## src/rtl/gate_net_scheduler_pkg.sv

```systemverilog
// Shared definitions for the gate network scheduler: FSM encoding, default
// settle interval and requester index constants.
package gate_net_scheduler_pkg;

  typedef enum logic {
    ST_IDLE   = 1'b0,
    ST_SETTLE = 1'b1
  } state_t;

  localparam int DEF_SETTLE_CYCLES = 6;

  localparam logic REQ0 = 1'b0;
  localparam logic REQ1 = 1'b1;

endpackage

```

## src/rtl/rr_arb2.sv

```systemverilog
// Two-request round-robin arbiter. Grant is one-hot and combinational; the
// last_grant register records which requester won the most recent grant.
module rr_arb2
  import gate_net_scheduler_pkg::*;
(
  input  logic       clk,
  input  logic       rst,
  input  logic       en,
  input  logic [1:0] req,
  output logic [1:0] grant
);

  logic last_grant;

  always_comb begin
    grant = 2'b00;
    if (en) begin
      case (req)
        2'b01:   grant = 2'b01;
        2'b10:   grant = 2'b10;
        // On a tie the requester that did not win last time is served.
        2'b11:   grant = (last_grant == REQ1) ? 2'b01 : 2'b10;
        default: grant = 2'b00;
      endcase
    end
  end

  always_ff @(posedge clk or posedge rst) begin
    if (rst) begin
      last_grant <= REQ1;
    end else if (|grant) begin
      last_grant <= grant[1];
    end
  end

endmodule

```

## src/rtl/gate_net_scheduler.sv

```systemverilog
// Time-shares one combinational gate network between two requesters: grants
// round-robin, drives A/B/C, waits SETTLE_CYCLES, then returns sampled {D,E}.
module gate_net_scheduler
  import gate_net_scheduler_pkg::*;
#(
  parameter int SETTLE_CYCLES = DEF_SETTLE_CYCLES,
  parameter int CNT_W         = 4
) (
  input  logic       clk,
  input  logic       rst,
  input  logic       req0_valid,
  input  logic [2:0] req0_abc,
  output logic       req0_ready,
  output logic       rsp0_valid,
  output logic [1:0] rsp0_de,
  input  logic       req1_valid,
  input  logic [2:0] req1_abc,
  output logic       req1_ready,
  output logic       rsp1_valid,
  output logic [1:0] rsp1_de,
  output logic       net_a,
  output logic       net_b,
  output logic       net_c,
  input  logic       net_d,
  input  logic       net_e,
  output logic       busy
);

  // Handshake: a request is accepted on a rising edge where valid & ready;
  // ready is only ever raised in IDLE. Responses are single-cycle rsp_valid
  // pulses with no backpressure.

  state_t           state, state_nxt;
  logic [CNT_W-1:0] cnt;
  logic             owner;
  logic             arb_en;
  logic [1:0]       grant;
  logic             accept;
  logic             sample;

  rr_arb2 u_arb (
    .clk   (clk),
    .rst   (rst),
    .en    (arb_en),
    .req   ({req1_valid, req0_valid}),
    .grant (grant)
  );

  assign accept = |grant;
  assign sample = (state == ST_SETTLE) && (cnt == '0);

  always_ff @(posedge clk or posedge rst) begin
    if (rst) begin
      state <= ST_IDLE;
    end else begin
      state <= state_nxt;
    end
  end

  always_comb begin
    state_nxt = state;
    case (state)
      ST_IDLE:   if (accept) state_nxt = ST_SETTLE;
      ST_SETTLE: if (cnt == '0) state_nxt = ST_IDLE;
      default:   state_nxt = ST_IDLE;
    endcase
  end

  always_comb begin
    arb_en     = (state == ST_IDLE);
    busy       = (state == ST_SETTLE);
    req0_ready = grant[0];
    req1_ready = grant[1];
  end

  // Network inputs change only on an accept edge so they stay glitch-free
  // for the whole settle window.
  always_ff @(posedge clk or posedge rst) begin
    if (rst) begin
      net_a <= 1'b0;
      net_b <= 1'b0;
      net_c <= 1'b0;
      owner <= REQ0;
      cnt   <= '0;
    end else if (accept) begin
      {net_a, net_b, net_c} <= grant[1] ? req1_abc : req0_abc;
      owner                 <= grant[1];
      cnt                   <= CNT_W'(SETTLE_CYCLES - 1);
    end else if ((state == ST_SETTLE) && (cnt != '0)) begin
      cnt <= cnt - 1'b1;
    end
  end

  always_ff @(posedge clk or posedge rst) begin
    if (rst) begin
      rsp0_valid <= 1'b0;
      rsp1_valid <= 1'b0;
      rsp0_de    <= 2'b00;
      rsp1_de    <= 2'b00;
    end else begin
      rsp0_valid <= 1'b0;
      rsp1_valid <= 1'b0;
      if (sample) begin
        if (owner == REQ1) begin
          rsp1_valid <= 1'b1;
          rsp1_de    <= {net_d, net_e};
        end else begin
          rsp0_valid <= 1'b1;
          rsp0_de    <= {net_d, net_e};
        end
      end
    end
  end

endmodule

```

## config.mk

```make
export PLATFORM = sky130hd
export DESIGN_NAME = gate_net_scheduler
export DESIGN_NICKNAME = d
export VERILOG_FILES = /design/src/rtl/gate_net_scheduler_pkg.sv /design/src/rtl/rr_arb2.sv /design/src/rtl/gate_net_scheduler.sv
export SDC_FILE = /design/constraint.sdc
export NUM_CORES = 1
export LEC_CHECK = 0
export ABC_CLOCK_PERIOD_IN_PS = 1700
export CORE_UTILIZATION = 39
export CTS_BUF_LIST = sky130_fd_sc_hd__clkbuf_4 sky130_fd_sc_hd__clkbuf_8
export DETAILED_ROUTE_END_ITERATION = 10
export PLACE_DENSITY = 0.68
export SLEW_MARGIN = 10
export SYNTH_ARGS = -nofsm -noshare
export SYNTH_HDL_FRONTEND = slang
export SYNTH_HIERARCHICAL = 1
export SYNTH_SLANG_ARGS = --single-unit
```

## constraint.sdc

```tcl
create_clock -name clk -period 1.7 [get_ports clk]
set_input_delay 0.17 -clock clk [delete_from_list [all_inputs] [get_ports clk]]
set_output_delay 0.17 -clock clk [all_outputs]
set_load 0.02 [all_outputs]
```

# Yosys cells after proc, flatten, opt, wreduce, memory -nomap -nowiden
# Cells that the tools add are included.
dict set report totals {
  reg_bits 16
}
dict set report classes {
  add_sub_neg 1
  eq_ne 3
  n_mux 13
  bitwise_logic 2
  n_reduce_logical 8
}
# operator n
set op_table {}
lappend op_table {{4-bit two-way mux} 2}
lappend op_table {{1-bit two-way mux} 6}
lappend op_table {{2-bit one-hot mux with 3 select lines} 1}
lappend op_table {{2-bit equality test (second input constant)} 2}
lappend op_table {{4-bit zero test} 1}
lappend op_table {{2-bit two-way mux} 2}
lappend op_table {{2-bit AND reduction} 2}
lappend op_table {{4-bit nonzero test} 1}
lappend op_table {{4-bit by 1-bit subtractor with 4-bit output (second input constant)} 1}
lappend op_table {{3-bit two-way mux} 1}
lappend op_table {{2-bit by 1-bit equality test with 1-bit output (second input constant)} 1}
lappend op_table {{1-bit logical AND} 2}
lappend op_table {{1-bit inverter} 2}
lappend op_table {{1-bit one-hot mux with 2 select lines} 1}
lappend op_table {{2-bit nonzero test} 1}
lappend op_table {{2-bit OR reduction} 1}

# Longest topological paths before layout
# Gate-level depths: netlist of the first run.
dict set report logic_depth {
  depth_word 6
  ltp_mapped 6
  mapped_depth_nobuf 5
}

# Hierarchy
# The synthesis of the first run kept the hierarchy.
# mod instances cells_per_inst area_each_um2
set modules_own_cells {}
lappend modules_own_cells {gate_net_scheduler 1 60 698.2}
lappend modules_own_cells {rr_arb2 1 9 66.3}

# Worst setup path after synthesis of the first run
# No wires, ideal clock.
dict set report synth_timing {
  kind {register -> register}
  start {register state, in the netlist busy}
  end {register state, in the netlist busy}
  t_arrival_ns 1.705
  required_time_ns 1.616
  slack_ns -0.089
  path_stages_with_launch 7
  path_buffers 1
  synth_period_minus_slack_ns 1.789
  path_cell_list {dfrtp_1 > inv_1 > nand2_1 > a21oi_1 > clkbuf_1 > nor2_1 > a21boi_0}
}
dict set report synth_via {
  elab_chain_cells 4
  word_cells_on_any_way 5
}
# item line_no
set synth_lines {}
lappend synth_lines {{start: declaration} gate_net_scheduler.sv:33} ;# state_t state, state_nxt;
lappend synth_lines {{start signal: assignment} gate_net_scheduler.sv:56} ;# state <= state_nxt;
lappend synth_lines {{2-bit two-way mux} rr_arb2.sv:17} ;# if (en) begin
lappend synth_lines {{net req1_ready} gate_net_scheduler.sv:18} ;# output logic req1_ready,
lappend synth_lines {{2-bit OR reduction} gate_net_scheduler.sv:49} ;# assign accept = |grant;
lappend synth_lines {{1-bit two-way mux} gate_net_scheduler.sv:63} ;# ST_IDLE: if (accept) state_nxt = ST_SETTLE;
lappend synth_lines {{1-bit one-hot mux with 2 select lines} gate_net_scheduler.sv:62} ;# case (state)
lappend synth_lines {{net state_nxt} gate_net_scheduler.sv:33}
# The timed path passes the listed nets, and every way through them passes these cells.
# A chain may end at the register's enable or synchronous reset.

# Worst setup path after layout of the first run
dict set report layout_timing {
  start {register cnt[0]}
  end {register rsp1_de[0]}
}
dict set report layout_via {
  elab_chain_cells 3
}
# item line_no
set layout_lines {}
lappend layout_lines {{start: declaration} gate_net_scheduler.sv:34} ;# logic [CNT_W-1:0] cnt;
lappend layout_lines {{start signal: assignment} gate_net_scheduler.sv:88} ;# cnt <= CNT_W'(SETTLE_CYCLES - 1);
lappend layout_lines {{start signal: assignment} gate_net_scheduler.sv:90} ;# cnt <= cnt - 1'b1;
lappend layout_lines {{4-bit zero test} gate_net_scheduler.sv:50} ;# assign sample = (state == ST_SETTLE) && (cnt == '0);
lappend layout_lines {{1-bit logical AND} gate_net_scheduler.sv:50}
lappend layout_lines {{2-bit AND reduction (no line)} --}
lappend layout_lines {{end signal: assignment} gate_net_scheduler.sv:106} ;# rsp1_de <= {net_d, net_e};
lappend layout_lines {{end: declaration} gate_net_scheduler.sv:20} ;# output logic [1:0] rsp1_de,
# Every way passes these cells.

==> flow_summary.ini, run 1 <==
[synth]
ys_warn_count = 6
ys_seq_elements = 16
syn_inst = 69
avgSynthCellArea_um2 = 11.1
synth_area_um2 = 764
yosysUniqueCellTypes = 29
yosysSeqAreaShare = 0.525
synth_nets = 83

[final_layout]
final_common_cell = clkdlybuf4s50_1
utilization = 0.611
area_growth_pct = 42.4
reg.largest.list = cnt (4), rsp0_de (2), rsp1_de (2)
largest-register = cnt
nets = 113
n_fill_cell = 144
antenna_cells = 0
layout_common_cells = clkdlybuf4s50_1, dfrtp_1, inv_1
largest_reg_flops = 4
drive_gt1_frac = 0.194

[critical_path]
crit_path_max_fanout = 4
end_kind = register
cp.required_ns = 1.86
reg2regPathDepth = 5
crit_arrival_ns = 1.76
r2r_start = cnt[0]$_DFFE_PP0P_
worstReg2RegEnd = rsp1_de[0]$_DFFE_PP0P_
critPathLaunchType = register
worstSetupPathType = reg -> reg
r2r_slack_ns = 0.10

[power_and_ir_drop]
peakVddDrop_v = 0.000739
p_leak_nw = 0.496
power_density_nw_per_um2 = 1690

[global_routing]
grt_max_degree = 16
first_global_vias = 574
grt_pass1_wl_um = 2550
grt.total_usage = 0.171
antenna_found_initial = 0
grt_overflow = 0

[floorplan]
die_w_um = 46.3
start_util = 0.429
ios = 24
die_height_um = 46.3
design.die.area_um2 = 2140
core_um2 = 1780
rows = 15

[timing]
slew_headroom = 0.615
fin_setup_tns_ns = 0
min_period_ns = 1.60
fmax_ghz = 0.626
drv_slew = 0
finClkSkew_ns = 0.00288
finalSetupViolCount = 0
fin_crit_sh = 0.940
grt_setup_unrepaired = no
hold_violations = 0
worst_pin_slew_ns = 0.577

[job]
drv_cap = 0

[detailed_routing]
drtIter0Drc = 3
vias = 588
drc = 0
via_per_inst = 4.78
antenna_left = 0
routed_wl_um = 1520
drt-pass1-iter-count = 3
post_drt_wl_per_cell_um = 12.4

[clock_network]
clkTransAtPathRegs_ns = 0.09
cts_resized = 2
post_cts_buffers = 0
htree_levels = 1
cts_hold_buf = 0
tritoncts = built
clk_latency_ns = 0.28
numCtsBuffers = 3
cts_sinks = 16
clockRootBuffer = clkbuf_4
clock_path_buffers = 2

[placed_design]
dp_hpwl_um = 1140
place.gp.congestion = 0.766
numPortBuffers = 23

[outcome]
outcome = finished clean

[min_path]
holdCritPathClass = in -> async
per-layer routing:
layer,track usage,wire [um]
met5,0,0
met4,0.0882,9
met3,0.0235,40
met2,0.256,738
met1,0.238,733
power by group:
part	total, mW	internal, mW	switching (mW)
combinational	0.907	0.469	0.438
clock	0.244	0.130	0.113
sequential	0.688	0.562	0.126
total	1.84	1.16	0.678
stage by stage:
stage	power, mW	area [um2]	worst slack [ns]	instances	hold slack (ns)
2_1_floorplan	1.24	772	0.0507	69	0.0597
3_3_place_gp	1.59	1050	0.0487	119	0.477
3_5_place_dp	1.61	1050	0.0228	119	0.479
4_1_cts	1.86	1090	0.102	123	0.199
5_1_grt	1.99	1090	0.00124	123	0.192
6_report	1.84	1090	0.102	123	0.214
cell usage after synthesis:
library cell	number	share of area
nand4bb_1	1	0.015
clkbuf_1	1	0.0049
and3_4	1	0.015
or3_1	1	0.0082
mux2i_1	4	0.052
nand4b_1	1	0.011
a21oi_2	1	0.011
nor2b_1	1	0.0082
a21oi_1	4	0.026
a21o_1	1	0.0098
a21boi_0	1	0.0098
nor3_2	1	0.013
mux2_1	3	0.044
dfrtp_1	15	0.49
mux2_2	1	0.015
and3_1	2	0.016
nor2_1	2	0.0098
o21ai_1	1	0.0065
inv_1	8	0.039
nand2_1	7	0.034
or3b_4	1	0.015
buf_2	1	0.0065
nor4b_2	1	0.020
nor4_2	1	0.016
ha_1	2	0.033
nor2_2	1	0.0082
dfstp_2	1	0.034
o21ai_0	3	0.020
nand3_1	1	0.0065
logic make-up after synthesis:
| group | Yosys count | synth area share |
|---|---|---|
| buf+inv | 10 | 0.0507 |
| mux | 8 | 0.111 |
| compound gates | 11 | 0.0835 |
| simple gates | 22 | 0.196 |
| fa+ha+maj | 2 | 0.0327 |
| flops | 16 | 0.525 |
critical path, stage by stage, from the launching register on:
cell and delay (ns):
dfrtp_1 0.42, inv_1 0.09, ha_1 0.21, nor2b_1 0.18, nand4b_1 0.22, mux2_1 0.36
worst max path at each step:
stage | depth (start not counted) | endpoint | slack [ns] | start
finish | 5 | rsp1_de[0]$_DFFE_PP0P_ | 0.10 | cnt[0]$_DFFE_PP0P_
global route | 5 | rsp1_de[0]$_DFFE_PP0P_ | 0.001 | cnt[0]$_DFFE_PP0P_
CTS | 5 | rsp1_de[0]$_DFFE_PP0P_ | 0.10 | cnt[0]$_DFFE_PP0P_
detailed placement | 4 | req0_ready | 0.02 | req0_valid
global placement | 4 | req0_ready | 0.05 | req0_valid
floorplan | 6 | busy$_DFF_PP0_ | 0.05 | busy$_DFF_PP0_
final cells by class:
| cell class | instances | area, um2 | area share |
|---|---|---|---|
| Sequential cell | 16 | 402 | 0.369 |
| Timing Repair Buffer | 27 | 258 | 0.237 |
| Inverter | 8 | 30.0 | 0.0276 |
| Clock buffer | 4 | 36.3 | 0.0333 |
| Tap cell | 25 | 31.3 | 0.0287 |
| Multi-Input combinational cell | 43 | 332 | 0.305 |
(Power assumes the default switching activity.)
==> run 2, diff against run 1 <==
- CORE_MARGIN: not set -> 3
==> flow_summary.ini, run 2 (synthesized netlist as in run 1, its figures left out) <==
[detailed_routing]
routed_wl_um = 1590
via_per_inst = 4.77
drt-pass1-iter-count = 2
post_drt_wl_per_cell_um = 12.9
vias = 592
drtIter0Drc = 5
drc = 0
antenna_left = 0

[placed_design]
place.gp.congestion = 0.812
numPortBuffers = 23
place_area_um2 = 1050

[critical_path]
worstSetupPathType = reg -> reg
critPathLaunchType = register
slowest_delay_ns = 0.43
crit_path_max_fanout = 4
crit_slowest_cell = dfrtp_1
path_cells = inv_1 -> ha_2 -> nor2b_2 -> nand4b_1 -> mux2_1
end_kind = register
crit_arrival_ns = 1.75
cp.required_ns = 1.87

[floorplan]
core_um2 = 1780
rows = 15
design.die.area_um2 = 2530
start_util = 0.429
die_height_um = 50.3
die_w_um = 50.3
ios = 24

[timing]
finalSetupViolCount = 0
finClkSkew_ns = 0.00104
fin_crit_sh = 0.926
fmax_ghz = 0.635
fin_setup_tns_ns = 0
worst_pin_slew_ns = 0.567
min_period_ns = 1.57
slew_headroom = 0.622
drv_slew = 0
hold_violations = 0

[clock_network]
clk_latency_ns = 0.28
tritoncts = built
cts_sinks = 16
clockRootBuffer = clkbuf_4
clock_path_buffers = 2
numCtsBuffers = 3
clkTransAtPathRegs_ns = 0.09
htree_levels = 1

[final_layout]
multi_input_comb_area_um2 = 337
nets = 114
regArea_um2 = 402
largest_reg_flops = 4
reg.largest.list = cnt (4), rsp0_de (2), rsp1_de (2)
largest-register = cnt
n_fill_cell = 158
area_growth_pct = 44.0
finish.instance_area_um2 = 1100
final_common_cell = clkdlybuf4s50_1
antenna_cells = 0
layout_common_cells = clkdlybuf4s50_1, dfrtp_1, inv_1
drive_gt1_frac = 0.222

[power_and_ir_drop]
peakVddDrop_v = 0.00103
finalPower_mw = 1.87
p_leak_nw = 0.500
power_density_nw_per_um2 = 1700

[job]
drv_cap = 0

[global_routing]
antenna_found_initial = 0
grt_overflow = 0
grt.total_usage = 0.147
first_global_vias = 608
grt_pass1_wl_um = 2770
grt_max_degree = 16

[min_path]
holdCritPathClass = in -> async

[outcome]
outcome = finished clean
-- run 2: layer usage --
metal,up-vias,share of wire,track usage
met5,-,0,0
met4,0,0,0.0276
met3,0,0.057,0.0593
met2,13,0.54,0.259
met1,285,0.40,0.166
li1,294,-,-
-- run 2: path summary, 6_finish.rpt --
| path | start | endpoint | slack [ns] | cells after the start |
|---|---|---|---|---|
| setup / recovery | cnt[0]$_DFFE_PP0P_ | rsp1_de[0]$_DFFE_PP0P_ | 0.13 | 5 |
| hold / removal | rst | u_arb/last_grant$_DFFE_PP1P_ | 0.21 | 2 |
| setup reg to reg | cnt[0]$_DFFE_PP0P_ | rsp1_de[0]$_DFFE_PP0P_ | 0.13 | 5 |
| hold reg to reg | rsp0_de[0]$_DFFE_PP0P_ | rsp0_de[0]$_DFFE_PP0P_ | 0.50 | 1 |
| max in group asynchronous | rst | rsp0_de[1]$_DFFE_PP0P_ | 1.07 | 2 |
| min in group clk | req1_abc[2] | net_a$_DFFE_PP0N_ | 0.44 | 3 |
-- run 2: repair_timing --
item | in CTS | in global routing
buffers inserted | 0 | 1
hold buffers | 0 | 0
gates resized for setup | 2 | 2
endpoints found under the setup margin | 2 | 2
pin swaps | 0 | 1
-- run 2: area by class of cell --
cell class | instances | share of cell area
well taps | 25 | 0.0284
flip-flops and latches | 16 | 0.365
multi-input cells | 43 | 0.306
clock buffers | 4 | 0.0330
inverters | 8 | 0.0273
repair buffers | 28 | 0.241
-- run 2: critical path, delay by kind of cell (launching register included) --
kind          cells  cell delay (ns)
fa+ha+maj         1             0.22
buf+inv           1             0.10
flops             1             0.43
mux               1             0.37
simple gates      2             0.35
-- run 2: metrics by stage --
step / std cells / worst slack [ns] / hold slack [ns] / utilization
after floorplan: 69 / 0.0507 / 0.0597 / -
after global placement: 119 / 0.0487 / 0.476 / 0.592
after detailed placement: 119 / 0.0191 / 0.478 / 0.592
after CTS: 123 / 0.0783 / 0.200 / 0.611
after global routing: 124 / -0.00461 / 0.223 / 0.618
final: 124 / 0.126 / 0.206 / 0.618
-- run 2: power by group --
part,internal (mW),switching [mW]
clock network,0.130,0.118
registers,0.562,0.131
logic,0.484,0.448
total,1.18,0.697
